File: config.mk
export PLATFORM = sky130hd
export DESIGN_NAME = text_sequencer
export DESIGN_NICKNAME = d
export VERILOG_FILES = /design/src/rtl/text_sequencer.sv
export SDC_FILE = /design/constraint.sdc
export NUM_CORES = 1
export LEC_CHECK = 0
export ABC_AREA = 0
export BUFFER_PORTS_ARGS = -buffer_cell sky130_fd_sc_hd__buf_2
export CORE_MARGIN = 8
export CORE_UTILIZATION = 51
export CTS_BUF_LIST = sky130_fd_sc_hd__clkbuf_8
export DETAILED_ROUTE_END_ITERATION = 7
export GPL_ROUTABILITY_DRIVEN = 0
export GPL_TIMING_DRIVEN = 1
export PLACE_DENSITY = 0.77
export SLEW_MARGIN = 20
export SYNTH_ARGS = -nofsm -noshare
export SYNTH_HDL_FRONTEND = slang
export SYNTH_SLANG_ARGS = --single-unit
export TNS_END_PERCENT = 1
File: constraint.sdc
create_clock -name clk -period 2.1 [get_ports clk]
set_clock_uncertainty 0.1 [all_clocks]
set_input_delay 0.105 -clock clk [delete_from_list [all_inputs] [get_ports clk]]
set_output_delay 0.105 -clock clk [all_outputs]
set_load 0.005 [all_outputs]
File: src/rtl/text_sequencer.sv
// Frame-rate banner sequencer: scrolls, holds, blinks and blanks each text
// overlay in turn, and gates the selected overlay bit into the pixel mux.
module text_sequencer #(
    parameter int NUM_MSGS     = 4,
    parameter int GAP_FRAMES   = 30,
    parameter int SHOW_FRAMES  = 120,
    parameter int BLINK_FRAMES = 32,
    parameter int BLINK_HALF   = 8,
    parameter int START_COL    = 80,
    parameter int HOME_COL     = 18,
    parameter int SCROLL_STEP  = 1
) (
    input  logic                clk,
    input  logic                reset,
    input  logic                frame_tick,
    input  logic                hold,
    input  logic                skip,
    input  logic [NUM_MSGS-1:0] text_active,
    output logic                overlay_active,
    output logic [1:0]          msg_sel,
    output logic [6:0]          col_offset,
    output logic [1:0]          phase
);

    typedef enum logic [1:0] {
        GAP       = 2'd0,
        SCROLL_IN = 2'd1,
        SHOW      = 2'd2,
        BLINK     = 2'd3
    } state_t;

    localparam logic [6:0] START      = 7'(START_COL);
    localparam logic [6:0] HOME       = 7'(HOME_COL);
    localparam logic [6:0] STEP       = 7'(SCROLL_STEP);
    localparam logic [7:0] SCROLL_LIM = 8'(HOME_COL + SCROLL_STEP);
    localparam logic [7:0] GAP_LAST   = 8'(GAP_FRAMES - 1);
    localparam logic [7:0] SHOW_LAST  = 8'(SHOW_FRAMES - 1);
    localparam logic [7:0] BLINK_LAST = 8'(BLINK_FRAMES - 1);
    localparam logic [7:0] BLINK_MASK = 8'(BLINK_HALF);
    localparam logic [1:0] LAST_MSG   = 2'(NUM_MSGS - 1);

    state_t     state;
    logic [7:0] frame_cnt;
    logic [3:0] text_pad;
    logic       visible;
    logic [1:0] msg_next;

    assign phase = state;

    always_comb begin
        text_pad = '0;
        text_pad[NUM_MSGS-1:0] = text_active;
        visible = (state == SCROLL_IN) || (state == SHOW) ||
                  ((state == BLINK) && ((frame_cnt & BLINK_MASK) == 8'd0));
        msg_next = (msg_sel == LAST_MSG) ? 2'd0 : msg_sel + 2'd1;
    end

    always_ff @(posedge clk or posedge reset) begin
        if (reset) begin
            state          <= GAP;
            frame_cnt      <= 8'd0;
            col_offset     <= START;
            msg_sel        <= 2'd0;
            overlay_active <= 1'b0;
        end else begin
            // Gating runs every cycle so a held frame stays on screen.
            overlay_active <= visible & text_pad[msg_sel];
            if (skip) begin
                state      <= GAP;
                frame_cnt  <= 8'd0;
                col_offset <= START;
                msg_sel    <= msg_next;
            end else if (frame_tick && !hold) begin
                unique case (state)
                    GAP: begin
                        col_offset <= START;
                        if (frame_cnt == GAP_LAST) begin
                            state     <= SCROLL_IN;
                            frame_cnt <= 8'd0;
                        end else begin
                            frame_cnt <= frame_cnt + 8'd1;
                        end
                    end
                    SCROLL_IN: begin
                        // Snap to home instead of stepping past it.
                        if ({1'b0, col_offset} <= SCROLL_LIM) begin
                            col_offset <= HOME;
                            state      <= SHOW;
                            frame_cnt  <= 8'd0;
                        end else begin
                            col_offset <= col_offset - STEP;
                            frame_cnt  <= frame_cnt + 8'd1;
                        end
                    end
                    SHOW: begin
                        if (frame_cnt == SHOW_LAST) begin
                            state     <= BLINK;
                            frame_cnt <= 8'd0;
                        end else begin
                            frame_cnt <= frame_cnt + 8'd1;
                        end
                    end
                    BLINK: begin
                        if (frame_cnt == BLINK_LAST) begin
                            state      <= GAP;
                            frame_cnt  <= 8'd0;
                            col_offset <= START;
                            msg_sel    <= msg_next;
                        end else begin
                            frame_cnt <= frame_cnt + 8'd1;
                        end
                    end
                endcase
            end
        end
    end

endmodule

==> results.txt, run 1 <==
Slew Viols, Final -> 0
Die height -> 68.1 µm
Post-DP Area -> 1560 µm²
WP data arrival -> 2.08 ns
Core Region -> 2660 µm²
Number of global-route vias before repair -> 1230
R2R cell count -> 5
DR DRC count -> 0
Share of async-settable or async-resettable flops after synthesis -> 1.00
Syn Std Cell Area -> 1380 µm²
Post-synthesis cell type count -> 47
DR pass1 iterations -> 4
Fill count -> 244
RSZ-0062 raised after global routing -> no
Sequential area share after synthesis -> 0.363
Clk_lat worst skew -> 0.26 ns
H-Tree Depth -> 1
Routed vias/inst -> 5.91
Leakage power -> 0.768 nW
CTS max path bufs -> 2
Die Footprint -> 4640 µm²
Final setup violation count -> 0
Initial Util -> 0.520
YS warnings -> 0
First-pass GRT wire length -> 5430 µm
Worst R2R Setup Slack -> 0.07 ns
Critical Path Source Type -> flop
MaxCap Viol Count -> 0
Initial DRC Count -> 57
Reg2reg start -> col_offset[2]
CP max stage delay -> 0.56 ns
Rel. slew slack -> 0.490
Max rail drop VDD -> 0.530 mV
CP Buf/Inv Count -> 0
Vias -> 1200
Fmax -> 493 MHz
IO Port Bufs -> 20
Worst-path clk slew -> 0.08 ns
Initial antenna violation count -> 0
Clock Sinks -> 20
Worst Hold Path EP -> col_offset[0]
# rows -> 19
Min-Delay Path Class -> input port to flop
WP data required -> 2.15 ns
Drt wl/cell -> 15.7 µm
Hold Path Depth -> 2
Mean Syn Cell Area -> 9.61 µm²
Crit Path Category -> flop to flop
Status -> complete, no violations
Routed wire length -> 3180 µm
Gr ovfl total -> 0
Final Hold Violating Endpoints -> 0
TritonCTS clock tree -> built
CP max stage cell -> or4_4
Least-Margin Pin Slew -> 0.764 ns
Die W -> 68.1 µm
Crit. End Element -> flop
Fin Hold WS -> 0.109 ns
Ports -> 21
Layout area overhead -> 17.7%
Post-route cell area -> 1630 µm²
Setup tns final -> 0 ns
Most used DFF post-synth -> dfrtp_1
Post-synthesis net count -> 162
Crit path max-delay family -> simple AND/OR/NAND/NOR gates
Nets -> 191
CTS buffer count -> 3
Post-synth EDFFs -> 0
ANT cells -> 0
Root buffer cell -> clkbuf_8
GRT Resource Usage Total -> 0.148
Crit share post-route -> 0.965
Share of cells above drive strength 1 -> 0.285
Yosys reg bits -> 20
Total Power -> 0.000871 W
Post-layout min period -> 2.03 ns
Post-detail-place hpwl -> 2390 µm
Largest net degree at the start of global routing -> 21
Hold_sp -> skip
Crit-path cells -> or4_4 > o21ai_4 > nand2_4 > nor3_4 > mux2_1
Synth Instances -> 144
CP max FO -> 8
Routed Antenna Nets -> 0
Worst reg2reg endpoint -> phase[0]
Cell Pwr Density -> 535 nW/µm²
where the power goes:
part / total [W] / switching (W) / leakage (nW) / internal (W)
logic: 0.000134 / 0.0000610 / 0.473 / 0.0000732
clock network: 0.000299 / 0.000132 / 0.0288 / 0.000167
registers: 0.000438 / 0.0000304 / 0.266 / 0.000407
total: 0.000871 / 0.000224 / 0.768 / 0.000647
cells by family after synthesis:
logic type               count (synthesis)  share of synthesized area
multiplexers                             5                     0.0470
XOR/XNOR                                 3                     0.0190
AND/OR/NAND/NOR                         60                      0.254
buffers and inverters                   13                     0.0353
flip-flops                              20                      0.363
adder cells (fa/ha/maj)                  9                     0.0814
AO/OA/AOI/OAI                           34                      0.200
per-layer routing:
metal | vias to the layer above | GRT usage | share of wire | wire length [µm]
met4 | 0 | 0.0384 | 0.012 | 38
met1 | 576 | 0.183 | 0.44 | 1400
met2 | 41 | 0.259 | 0.49 | 1570
met3 | 5 | 0.0278 | 0.057 | 181
li1 | 578 | - | - | -
met5 | - | 0 | 0 | 0
Yosys cell counts, types with 3 or more instances:
| cell | number | area, µm² |
|---|---|---|
| o21ai_0 | 5 | 25.0 |
| nand2_1 | 10 | 37.5 |
| a31oi_1 | 5 | 31.3 |
| nor2_1 | 15 | 56.3 |
| nand3b_1 | 3 | 22.5 |
| clkbuf_1 | 4 | 15.0 |
| inv_1 | 9 | 33.8 |
| nor3_1 | 4 | 20.0 |
| nand4_1 | 3 | 18.8 |
| nor2b_1 | 3 | 18.8 |
| o21ai_1 | 3 | 15.0 |
| dfrtp_1 | 18 | 450 |
| nand2b_1 | 5 | 31.3 |
| nand3_1 | 7 | 35.0 |
| ha_1 | 9 | 113 |
registers in the layout, summed over array words and instances, names as in the netlist:
signal / count
frame_cnt: 8
col_offset: 7
msg_sel: 2
phase: 2
overlay_active: 1
what timing repair did:
item                                    in CTS  in global routing
endpoints found under the setup margin       0                  1
hold buffers                                 1                  0
buffers inserted                             0                  0
resized for setup                            0                  2
endpoints found under the hold margin       18                  0
area by class of cell:
cell class	count	area, µm²	share of cell area
Clock buffer	4	55.1	0.0338
Tap cell	31	38.8	0.0238
Timing Repair Buffer	28	163	0.0998
Multi-Input combinational cell	111	835	0.512
Sequential cell	20	504	0.310
Inverter	9	33.8	0.0207
stage by stage:
stage / utilization / setup slack, ns / std cells
after global routing: 0.612 / 0.00794 / 203
after detailed placement: 0.586 / 0.0763 / 198
final: 0.612 / 0.0726 / 203
after global placement: 0.586 / 0.123 / 198
after floorplan: - / 0.0763 / 144
after CTS: 0.610 / 0.0657 / 203
cells in the final DEF, fill, tap and decap left out, types with 2 or more instances in the layout:
cell type  instances
ha_1               8
o31a_1             2
a21oi_1            2
o31ai_1            2
a31oi_1            5
inv_1              9
nor2_1            15
dfstp_2            2
nand2_1           10
nor2b_1            3
nand4_1            3
nand3_1            7
a21o_1             2
buf_2             20
o21ai_0            5
xor2_1             2
o21ai_1            3
nand3b_1           3
nor3_1             4
mux2i_1            2
buf_4              7
a22o_1             2
o41ai_2            2
nand2b_1           5
clkbuf_8           4
dfrtp_1           17
worst max path at each step:
stage	from	endpoint	slack (ns)	cells after the start
3_5_place_dp	col_offset[2]	phase[0]	0.08	5
4_1_cts	col_offset[2]	phase[0]	0.07	5
2_1_floorplan	col_offset[2]	phase[0]	0.08	5
3_3_place_gp	col_offset[2]	phase[0]	0.12	5
6_report	col_offset[2]	phase[0]	0.07	5
5_1_grt	frame_cnt[1]	phase[0]	0.008	7
(Power assumes the default switching activity.)
==> inputs of run 2 (changes only) <==
--- a/config.mk
+++ b/config.mk
@@ -7,13 +7,15 @@
 export LEC_CHECK = 0
 export ABC_AREA = 0
 export BUFFER_PORTS_ARGS = -buffer_cell sky130_fd_sc_hd__buf_2
+export CELL_PAD_IN_SITES_DETAIL_PLACEMENT = 1
+export CELL_PAD_IN_SITES_GLOBAL_PLACEMENT = 2
 export CORE_MARGIN = 8
-export CORE_UTILIZATION = 51
+export CORE_UTILIZATION = 36
 export CTS_BUF_LIST = sky130_fd_sc_hd__clkbuf_8
 export DETAILED_ROUTE_END_ITERATION = 7
 export GPL_ROUTABILITY_DRIVEN = 0
 export GPL_TIMING_DRIVEN = 1
-export PLACE_DENSITY = 0.77
+export PLACE_DENSITY = 0.81
 export SLEW_MARGIN = 20
 export SYNTH_ARGS = -nofsm -noshare
 export SYNTH_HDL_FRONTEND = slang
==> constraint.sdc (replaced) <==
create_clock -name clk -period 2 [get_ports clk]
set_clock_uncertainty 0.1 [all_clocks]
set_input_delay 0.1 -clock clk [delete_from_list [all_inputs] [get_ports clk]]
set_output_delay 0.1 -clock clk [all_outputs]
set_load 0.005 [all_outputs]
==> run 2 against run 1 <==
Total power grew 6.1%. Final cell count grew 13%. Sequential cell count is the same. Cell area grew 7.6%. Sequential power grew 4.8%. Worst setup slack lost 0.059 ns. Global-route usage shrank 1.8 points. Utilization shrank 14 points. First-iteration DRC count grew 14%. Maximum frequency grew 2.0%. Hold slack gained 0.018 ns. Die area grew 31%. Critical endpoint unchanged. Largest cell class unchanged.
==> results.txt, run 2 (synthesis gave the netlist of run 1 again) <==
First-pass GRT wire length -> 6530 µm
Commonest non-fill, non-tap cell in the layout -> buf_2
Slew Viols, Final -> 0
Nets -> 200
Post-layout min period -> 1.99 ns
Routed wire length -> 3740 µm
Core Region -> 3690 µm²
GRT Resource Usage Total -> 0.131
Post-detail-place hpwl -> 2910 µm
# rows -> 22
CP max FO -> 5
Routed vias/inst -> 5.43
Status -> complete, no violations
Critical Path Source Type -> flop
Die Footprint -> 6080 µm²
Post-DP Area -> 1650 µm²
WP data arrival -> 2.04 ns
Top register by number of flip-flops -> frame_cnt
Max reg flops -> 8
Rel. slew slack -> 0.471
Gr ovfl total -> 0
Leakage power -> 0.823 nW
Die W -> 78 µm
Drt wl/cell -> 16.3 µm
CTS buffer count -> 3
RSZ-0062 raised after global routing -> yes
Largest regs -> frame_cnt (8), col_offset (7)
Routed Antenna Nets -> 0
Number of global-route vias before repair -> 1325
Share of cells above drive strength 1 -> 0.337
MaxCap Viol Count -> 0
Final Hold Violating Endpoints -> 0
Crit. End Element -> flop
Clock Sinks -> 20
Initial antenna violation count -> 0
Worst-path clk slew -> 0.08 ns
Ports -> 21
DR pass1 iterations -> 4
Clk_lat worst skew -> 0.26 ns
Total Power -> 0.000925 W
Fmax -> 503 MHz
Largest net degree at the start of global routing -> 21
Final core utilization -> 0.475
Initial Util -> 0.375
Final setup violation count -> 0
Die height -> 78 µm
TritonCTS clock tree -> built
DR DRC count -> 0
Crit Path Category -> flop to flop
CTS max path bufs -> 2
WP data required -> 2.05 ns
ANT cells -> 0
Cell Pwr Density -> 527 nW/µm²
Max rail drop VDD -> 0.563 mV
Crit share post-route -> 0.993
Vias -> 1243
Layout area overhead -> 26.7%
Initial DRC Count -> 65
IO Port Bufs -> 20
Least-Margin Pin Slew -> 0.793 ns
Min-Delay Path Class -> input port to flop
R2R cell count -> 5
Hold Path Depth -> 2
Post-route cell area -> 1750 µm²
Commonest cells after routing, fill and taps aside -> buf_2 (20), dfrtp_1 (18), buf_4 (16)
Root buffer cell -> clkbuf_8
H-Tree Depth -> 1
==> run 2: routing by layer <==
| metal | track usage | vias up | share of wire |
|---|---|---|---|
| met5 | 0 | - | 0 |
| met4 | 0.0500 | 0 | 0.015 |
| met3 | 0.0104 | 5 | 0.016 |
| met2 | 0.220 | 21 | 0.49 |
| met1 | 0.170 | 616 | 0.48 |
| li1 | - | 601 | - |
==> run 2: power by group <==
group | internal, W | total (W) | switching (W)
logic | 0.0000805 | 0.000148 | 0.0000677
clock network | 0.000175 | 0.000317 | 0.000142
registers | 0.000427 | 0.000459 | 0.0000316
==> run 2: what timing repair did <==
action	CTS	global route
buffers inserted	0	0
setup endpoints to repair	1	14
hold buffers	1	0
hold endpoints to repair	18	0
pin swaps	0	1
gates resized for setup	1	7
==> run 2: worst max-delay path, stage by stage (launching register included) <==
cell and delay [ns]:
dfrtp_1 0.39, or4_4 0.55, o21ai_4 0.24, nand2_4 0.09
nor3_4 0.20, mux2_4 0.32
==> run 2: worst paths after layout <==
kind                                      end     startpoint  slack [ns]
min in group asynchronous        frame_cnt[1]          reset        0.42
worst min register to register  col_offset[6]  col_offset[6]        0.42
worst max register to register       phase[0]  col_offset[2]        0.01
worst min-delay path            col_offset[0]           skip        0.13
max in group asynchronous        frame_cnt[6]          reset        0.89
worst max-delay path                 phase[0]  col_offset[2]        0.01
==> run 2: cell type report <==
type,count,area [µm²]
multi-input combinational,111,871
inverter,9,33.8
clock buffer,4,55.1
sequential,20,503
timing repair buffer,37,230
tap,48,60.1
fill,442,1940
==> run 2: through the flow <==
| stage | TNS [ns] | std cells | hold WS, ns | setup WS (ns) |
|---|---|---|---|---|
| floorplan | -0.0237 | 144 | -0.0377 | -0.0237 |
| detailed placement | 0 | 224 | 0.199 | 0.0189 |
| global placement | 0 | 224 | 0.181 | 0.0762 |
| global route | -0.174 | 229 | 0.175 | -0.0582 |
| finish | 0 | 229 | 0.126 | 0.0132 |
| CTS | 0 | 229 | 0.112 | 0.0114 |
==> inputs of run 3 (changes only) <==
==> constraint.sdc (replaced) <==
create_clock -name clk -period 2 [get_ports clk]
set_clock_uncertainty 0.1 [all_clocks]
set_input_delay 0.1 -clock clk [delete_from_list [all_inputs] [get_ports clk]]
set_output_delay 0.1 -clock clk [all_outputs]
set_load 0.1 [all_outputs]
==> run 3 against run 2 <==
Combinational power up 97%. Critical endpoint unchanged. Die area unchanged. Critical path depth is the same. Utilization rose by 1.3 points.
==> results.txt, run 3 (synthesis gave the netlist of run 1 again) <==
Routed wire length -> 3840 µm
Crit. End Element -> flop
Critical Path Source Type -> flop
Layout area overhead -> 30.1%
CTS max path bufs -> 2
Setup tns final -> 0 ns
Die Footprint -> 6080 µm²
First-pass GRT wire length -> 6450 µm
Comb power frac -> 0.251
Number of global-route vias before repair -> 1396
Post-detail-place hpwl -> 2980 µm
Least-Margin Pin Slew -> 0.530 ns
IO Port Bufs -> 20
Die W -> 78 µm
Setup ws final -> 0.0255 ns
Post-layout min period -> 1.97 ns
Nets -> 205
Clk pwr share -> 0.359
Place WS -> -0.0704 ns
Fmax -> 506 MHz
Commonest non-fill, non-tap cell in the layout -> buf_4
Clock Sinks -> 20
Initial Util -> 0.375
Routed Antenna Nets -> 0
Min-Delay Path Class -> input port to flop
Commonest cells after routing, fill and taps aside -> buf_4 (21), buf_2 (20), nor2_1 (14)
RSZ-0062 raised after global routing -> yes
Initial antenna violation count -> 0
P_sw -> 0.000390 W
Routed vias/inst -> 5.46
Max rail drop VDD -> 0.886 mV
Rel. slew slack -> 0.646
Cell Pwr Density -> 648 nW/µm²
Crit Path Category -> flop to flop
Largest regs -> frame_cnt (8), col_offset (7)
Initial DRC Count -> 55
Net switching fraction of the power -> 0.334
Final Hold Violating Endpoints -> 0
Seq. cell area -> 514 µm²
Cell internal pwr -> 0.000777 W
Drt wl/cell -> 16.4 µm
# rows -> 22
Final core utilization -> 0.488
ANT cells -> 0
DR pass1 iterations -> 4
Post-route cell area -> 1800 µm²
Leakage power -> 0.839 nW
Total Power -> 0.00117 W
MaxCap Viol Count -> 0
CTS buffer count -> 3
Share of cells above drive strength 1 -> 0.387
Ports -> 21
WP data required -> 2.06 ns
DR DRC count -> 0
Worst-path clk slew -> 0.09 ns
Die height -> 78 µm
Max reg flops -> 8
Core Region -> 3690 µm²
Area of the multi-input gates -> 853 µm²
Final setup violation count -> 0
Fill count -> 441
Post-DP Area -> 1680 µm²
Clk_lat worst skew -> 0.27 ns
CP max FO -> 4
Status -> complete, no violations
Largest net degree at the start of global routing -> 16
Top register by number of flip-flops -> frame_cnt
Slew Viols, Final -> 0
Root buffer cell -> clkbuf_8
Crit share post-route -> 0.987
H-Tree Depth -> 1
Flop pwr share -> 0.390
Vias -> 1277
TritonCTS clock tree -> built
WP data arrival -> 2.03 ns
Gr ovfl total -> 0
GRT Resource Usage Total -> 0.127
## run 3: cell types whose count changed in the layout (fill, tap and decap cells not counted), sizes merged
cell and delta:
buf +5, bufinv +1, clkbuf -1
## run 3: power groups by stage
| stage | Combinational [W] | Sequential, W | Clock [W] |
|---|---|---|---|
| 2_1_floorplan | 0.0000924 | 0.000601 | 0 |
| 3_3_place_gp | 0.000285 | 0.000462 | 0 |
| 3_5_place_dp | 0.000292 | 0.000464 | 0 |
| 4_1_cts | 0.000295 | 0.000456 | 0.000424 |
| 5_1_grt | 0.000315 | 0.000462 | 0.000442 |
| 6_report | 0.000292 | 0.000455 | 0.000419 |
## run 3: metal layers
metal  wire (µm)  global-route usage  share of wire
met1        1800               0.153           0.47
met2        1880               0.216           0.49
met4          41              0.0444          0.011
met3         125              0.0323          0.033
met5           0                   0              0
## run 3: worst paths after layout
check	from	endpoint	slack, ns	cells after the start
setup / recovery	col_offset[2]	phase[0]	0.03	5
hold / removal	skip	col_offset[0]	0.13	2
setup reg to reg	col_offset[2]	phase[0]	0.03	5
hold reg to reg	col_offset[6]	col_offset[6]	0.41	2
max in group asynchronous	reset	col_offset[6]	0.89	4
min in group asynchronous	reset	frame_cnt[1]	0.30	3
## run 3: cell type report
type                            count  share of cell area
Clock buffer                        3              0.0229
Clock inverter                      1              0.0167
Inverter                            9              0.0188
Multi-Input combinational cell    111               0.474
Sequential cell                    20               0.286
Tap cell                           48              0.0334
Timing Repair Buffer               42               0.149
## run 3: through the flow
step / cells / hold WS (ns)
after global placement: 226 / 0.0711
after detailed placement: 226 / 0.0742
after CTS: 232 / 0.119
final: 234 / 0.135
after global routing: 234 / 0.144
after floorplan: 144 / -0.0381
## run 3: what timing repair did
action / 4_1_cts / 5_1_grt
endpoints found under the hold margin: 11 / 0
endpoints found under the setup margin: 3 / 6
hold buffers: 1 / 0
resized for setup: 3 / 3
pin swaps: 3 / 3
setup buffers: 1 / 2
## run 3: worst max-delay path: stages, from the launching register on
cell,delay [ns]
dfrtp_4,0.47
or4_4,0.49
o21ai_4,0.20
nand2_4,0.08
nor3_4,0.20
mux2_4,0.32
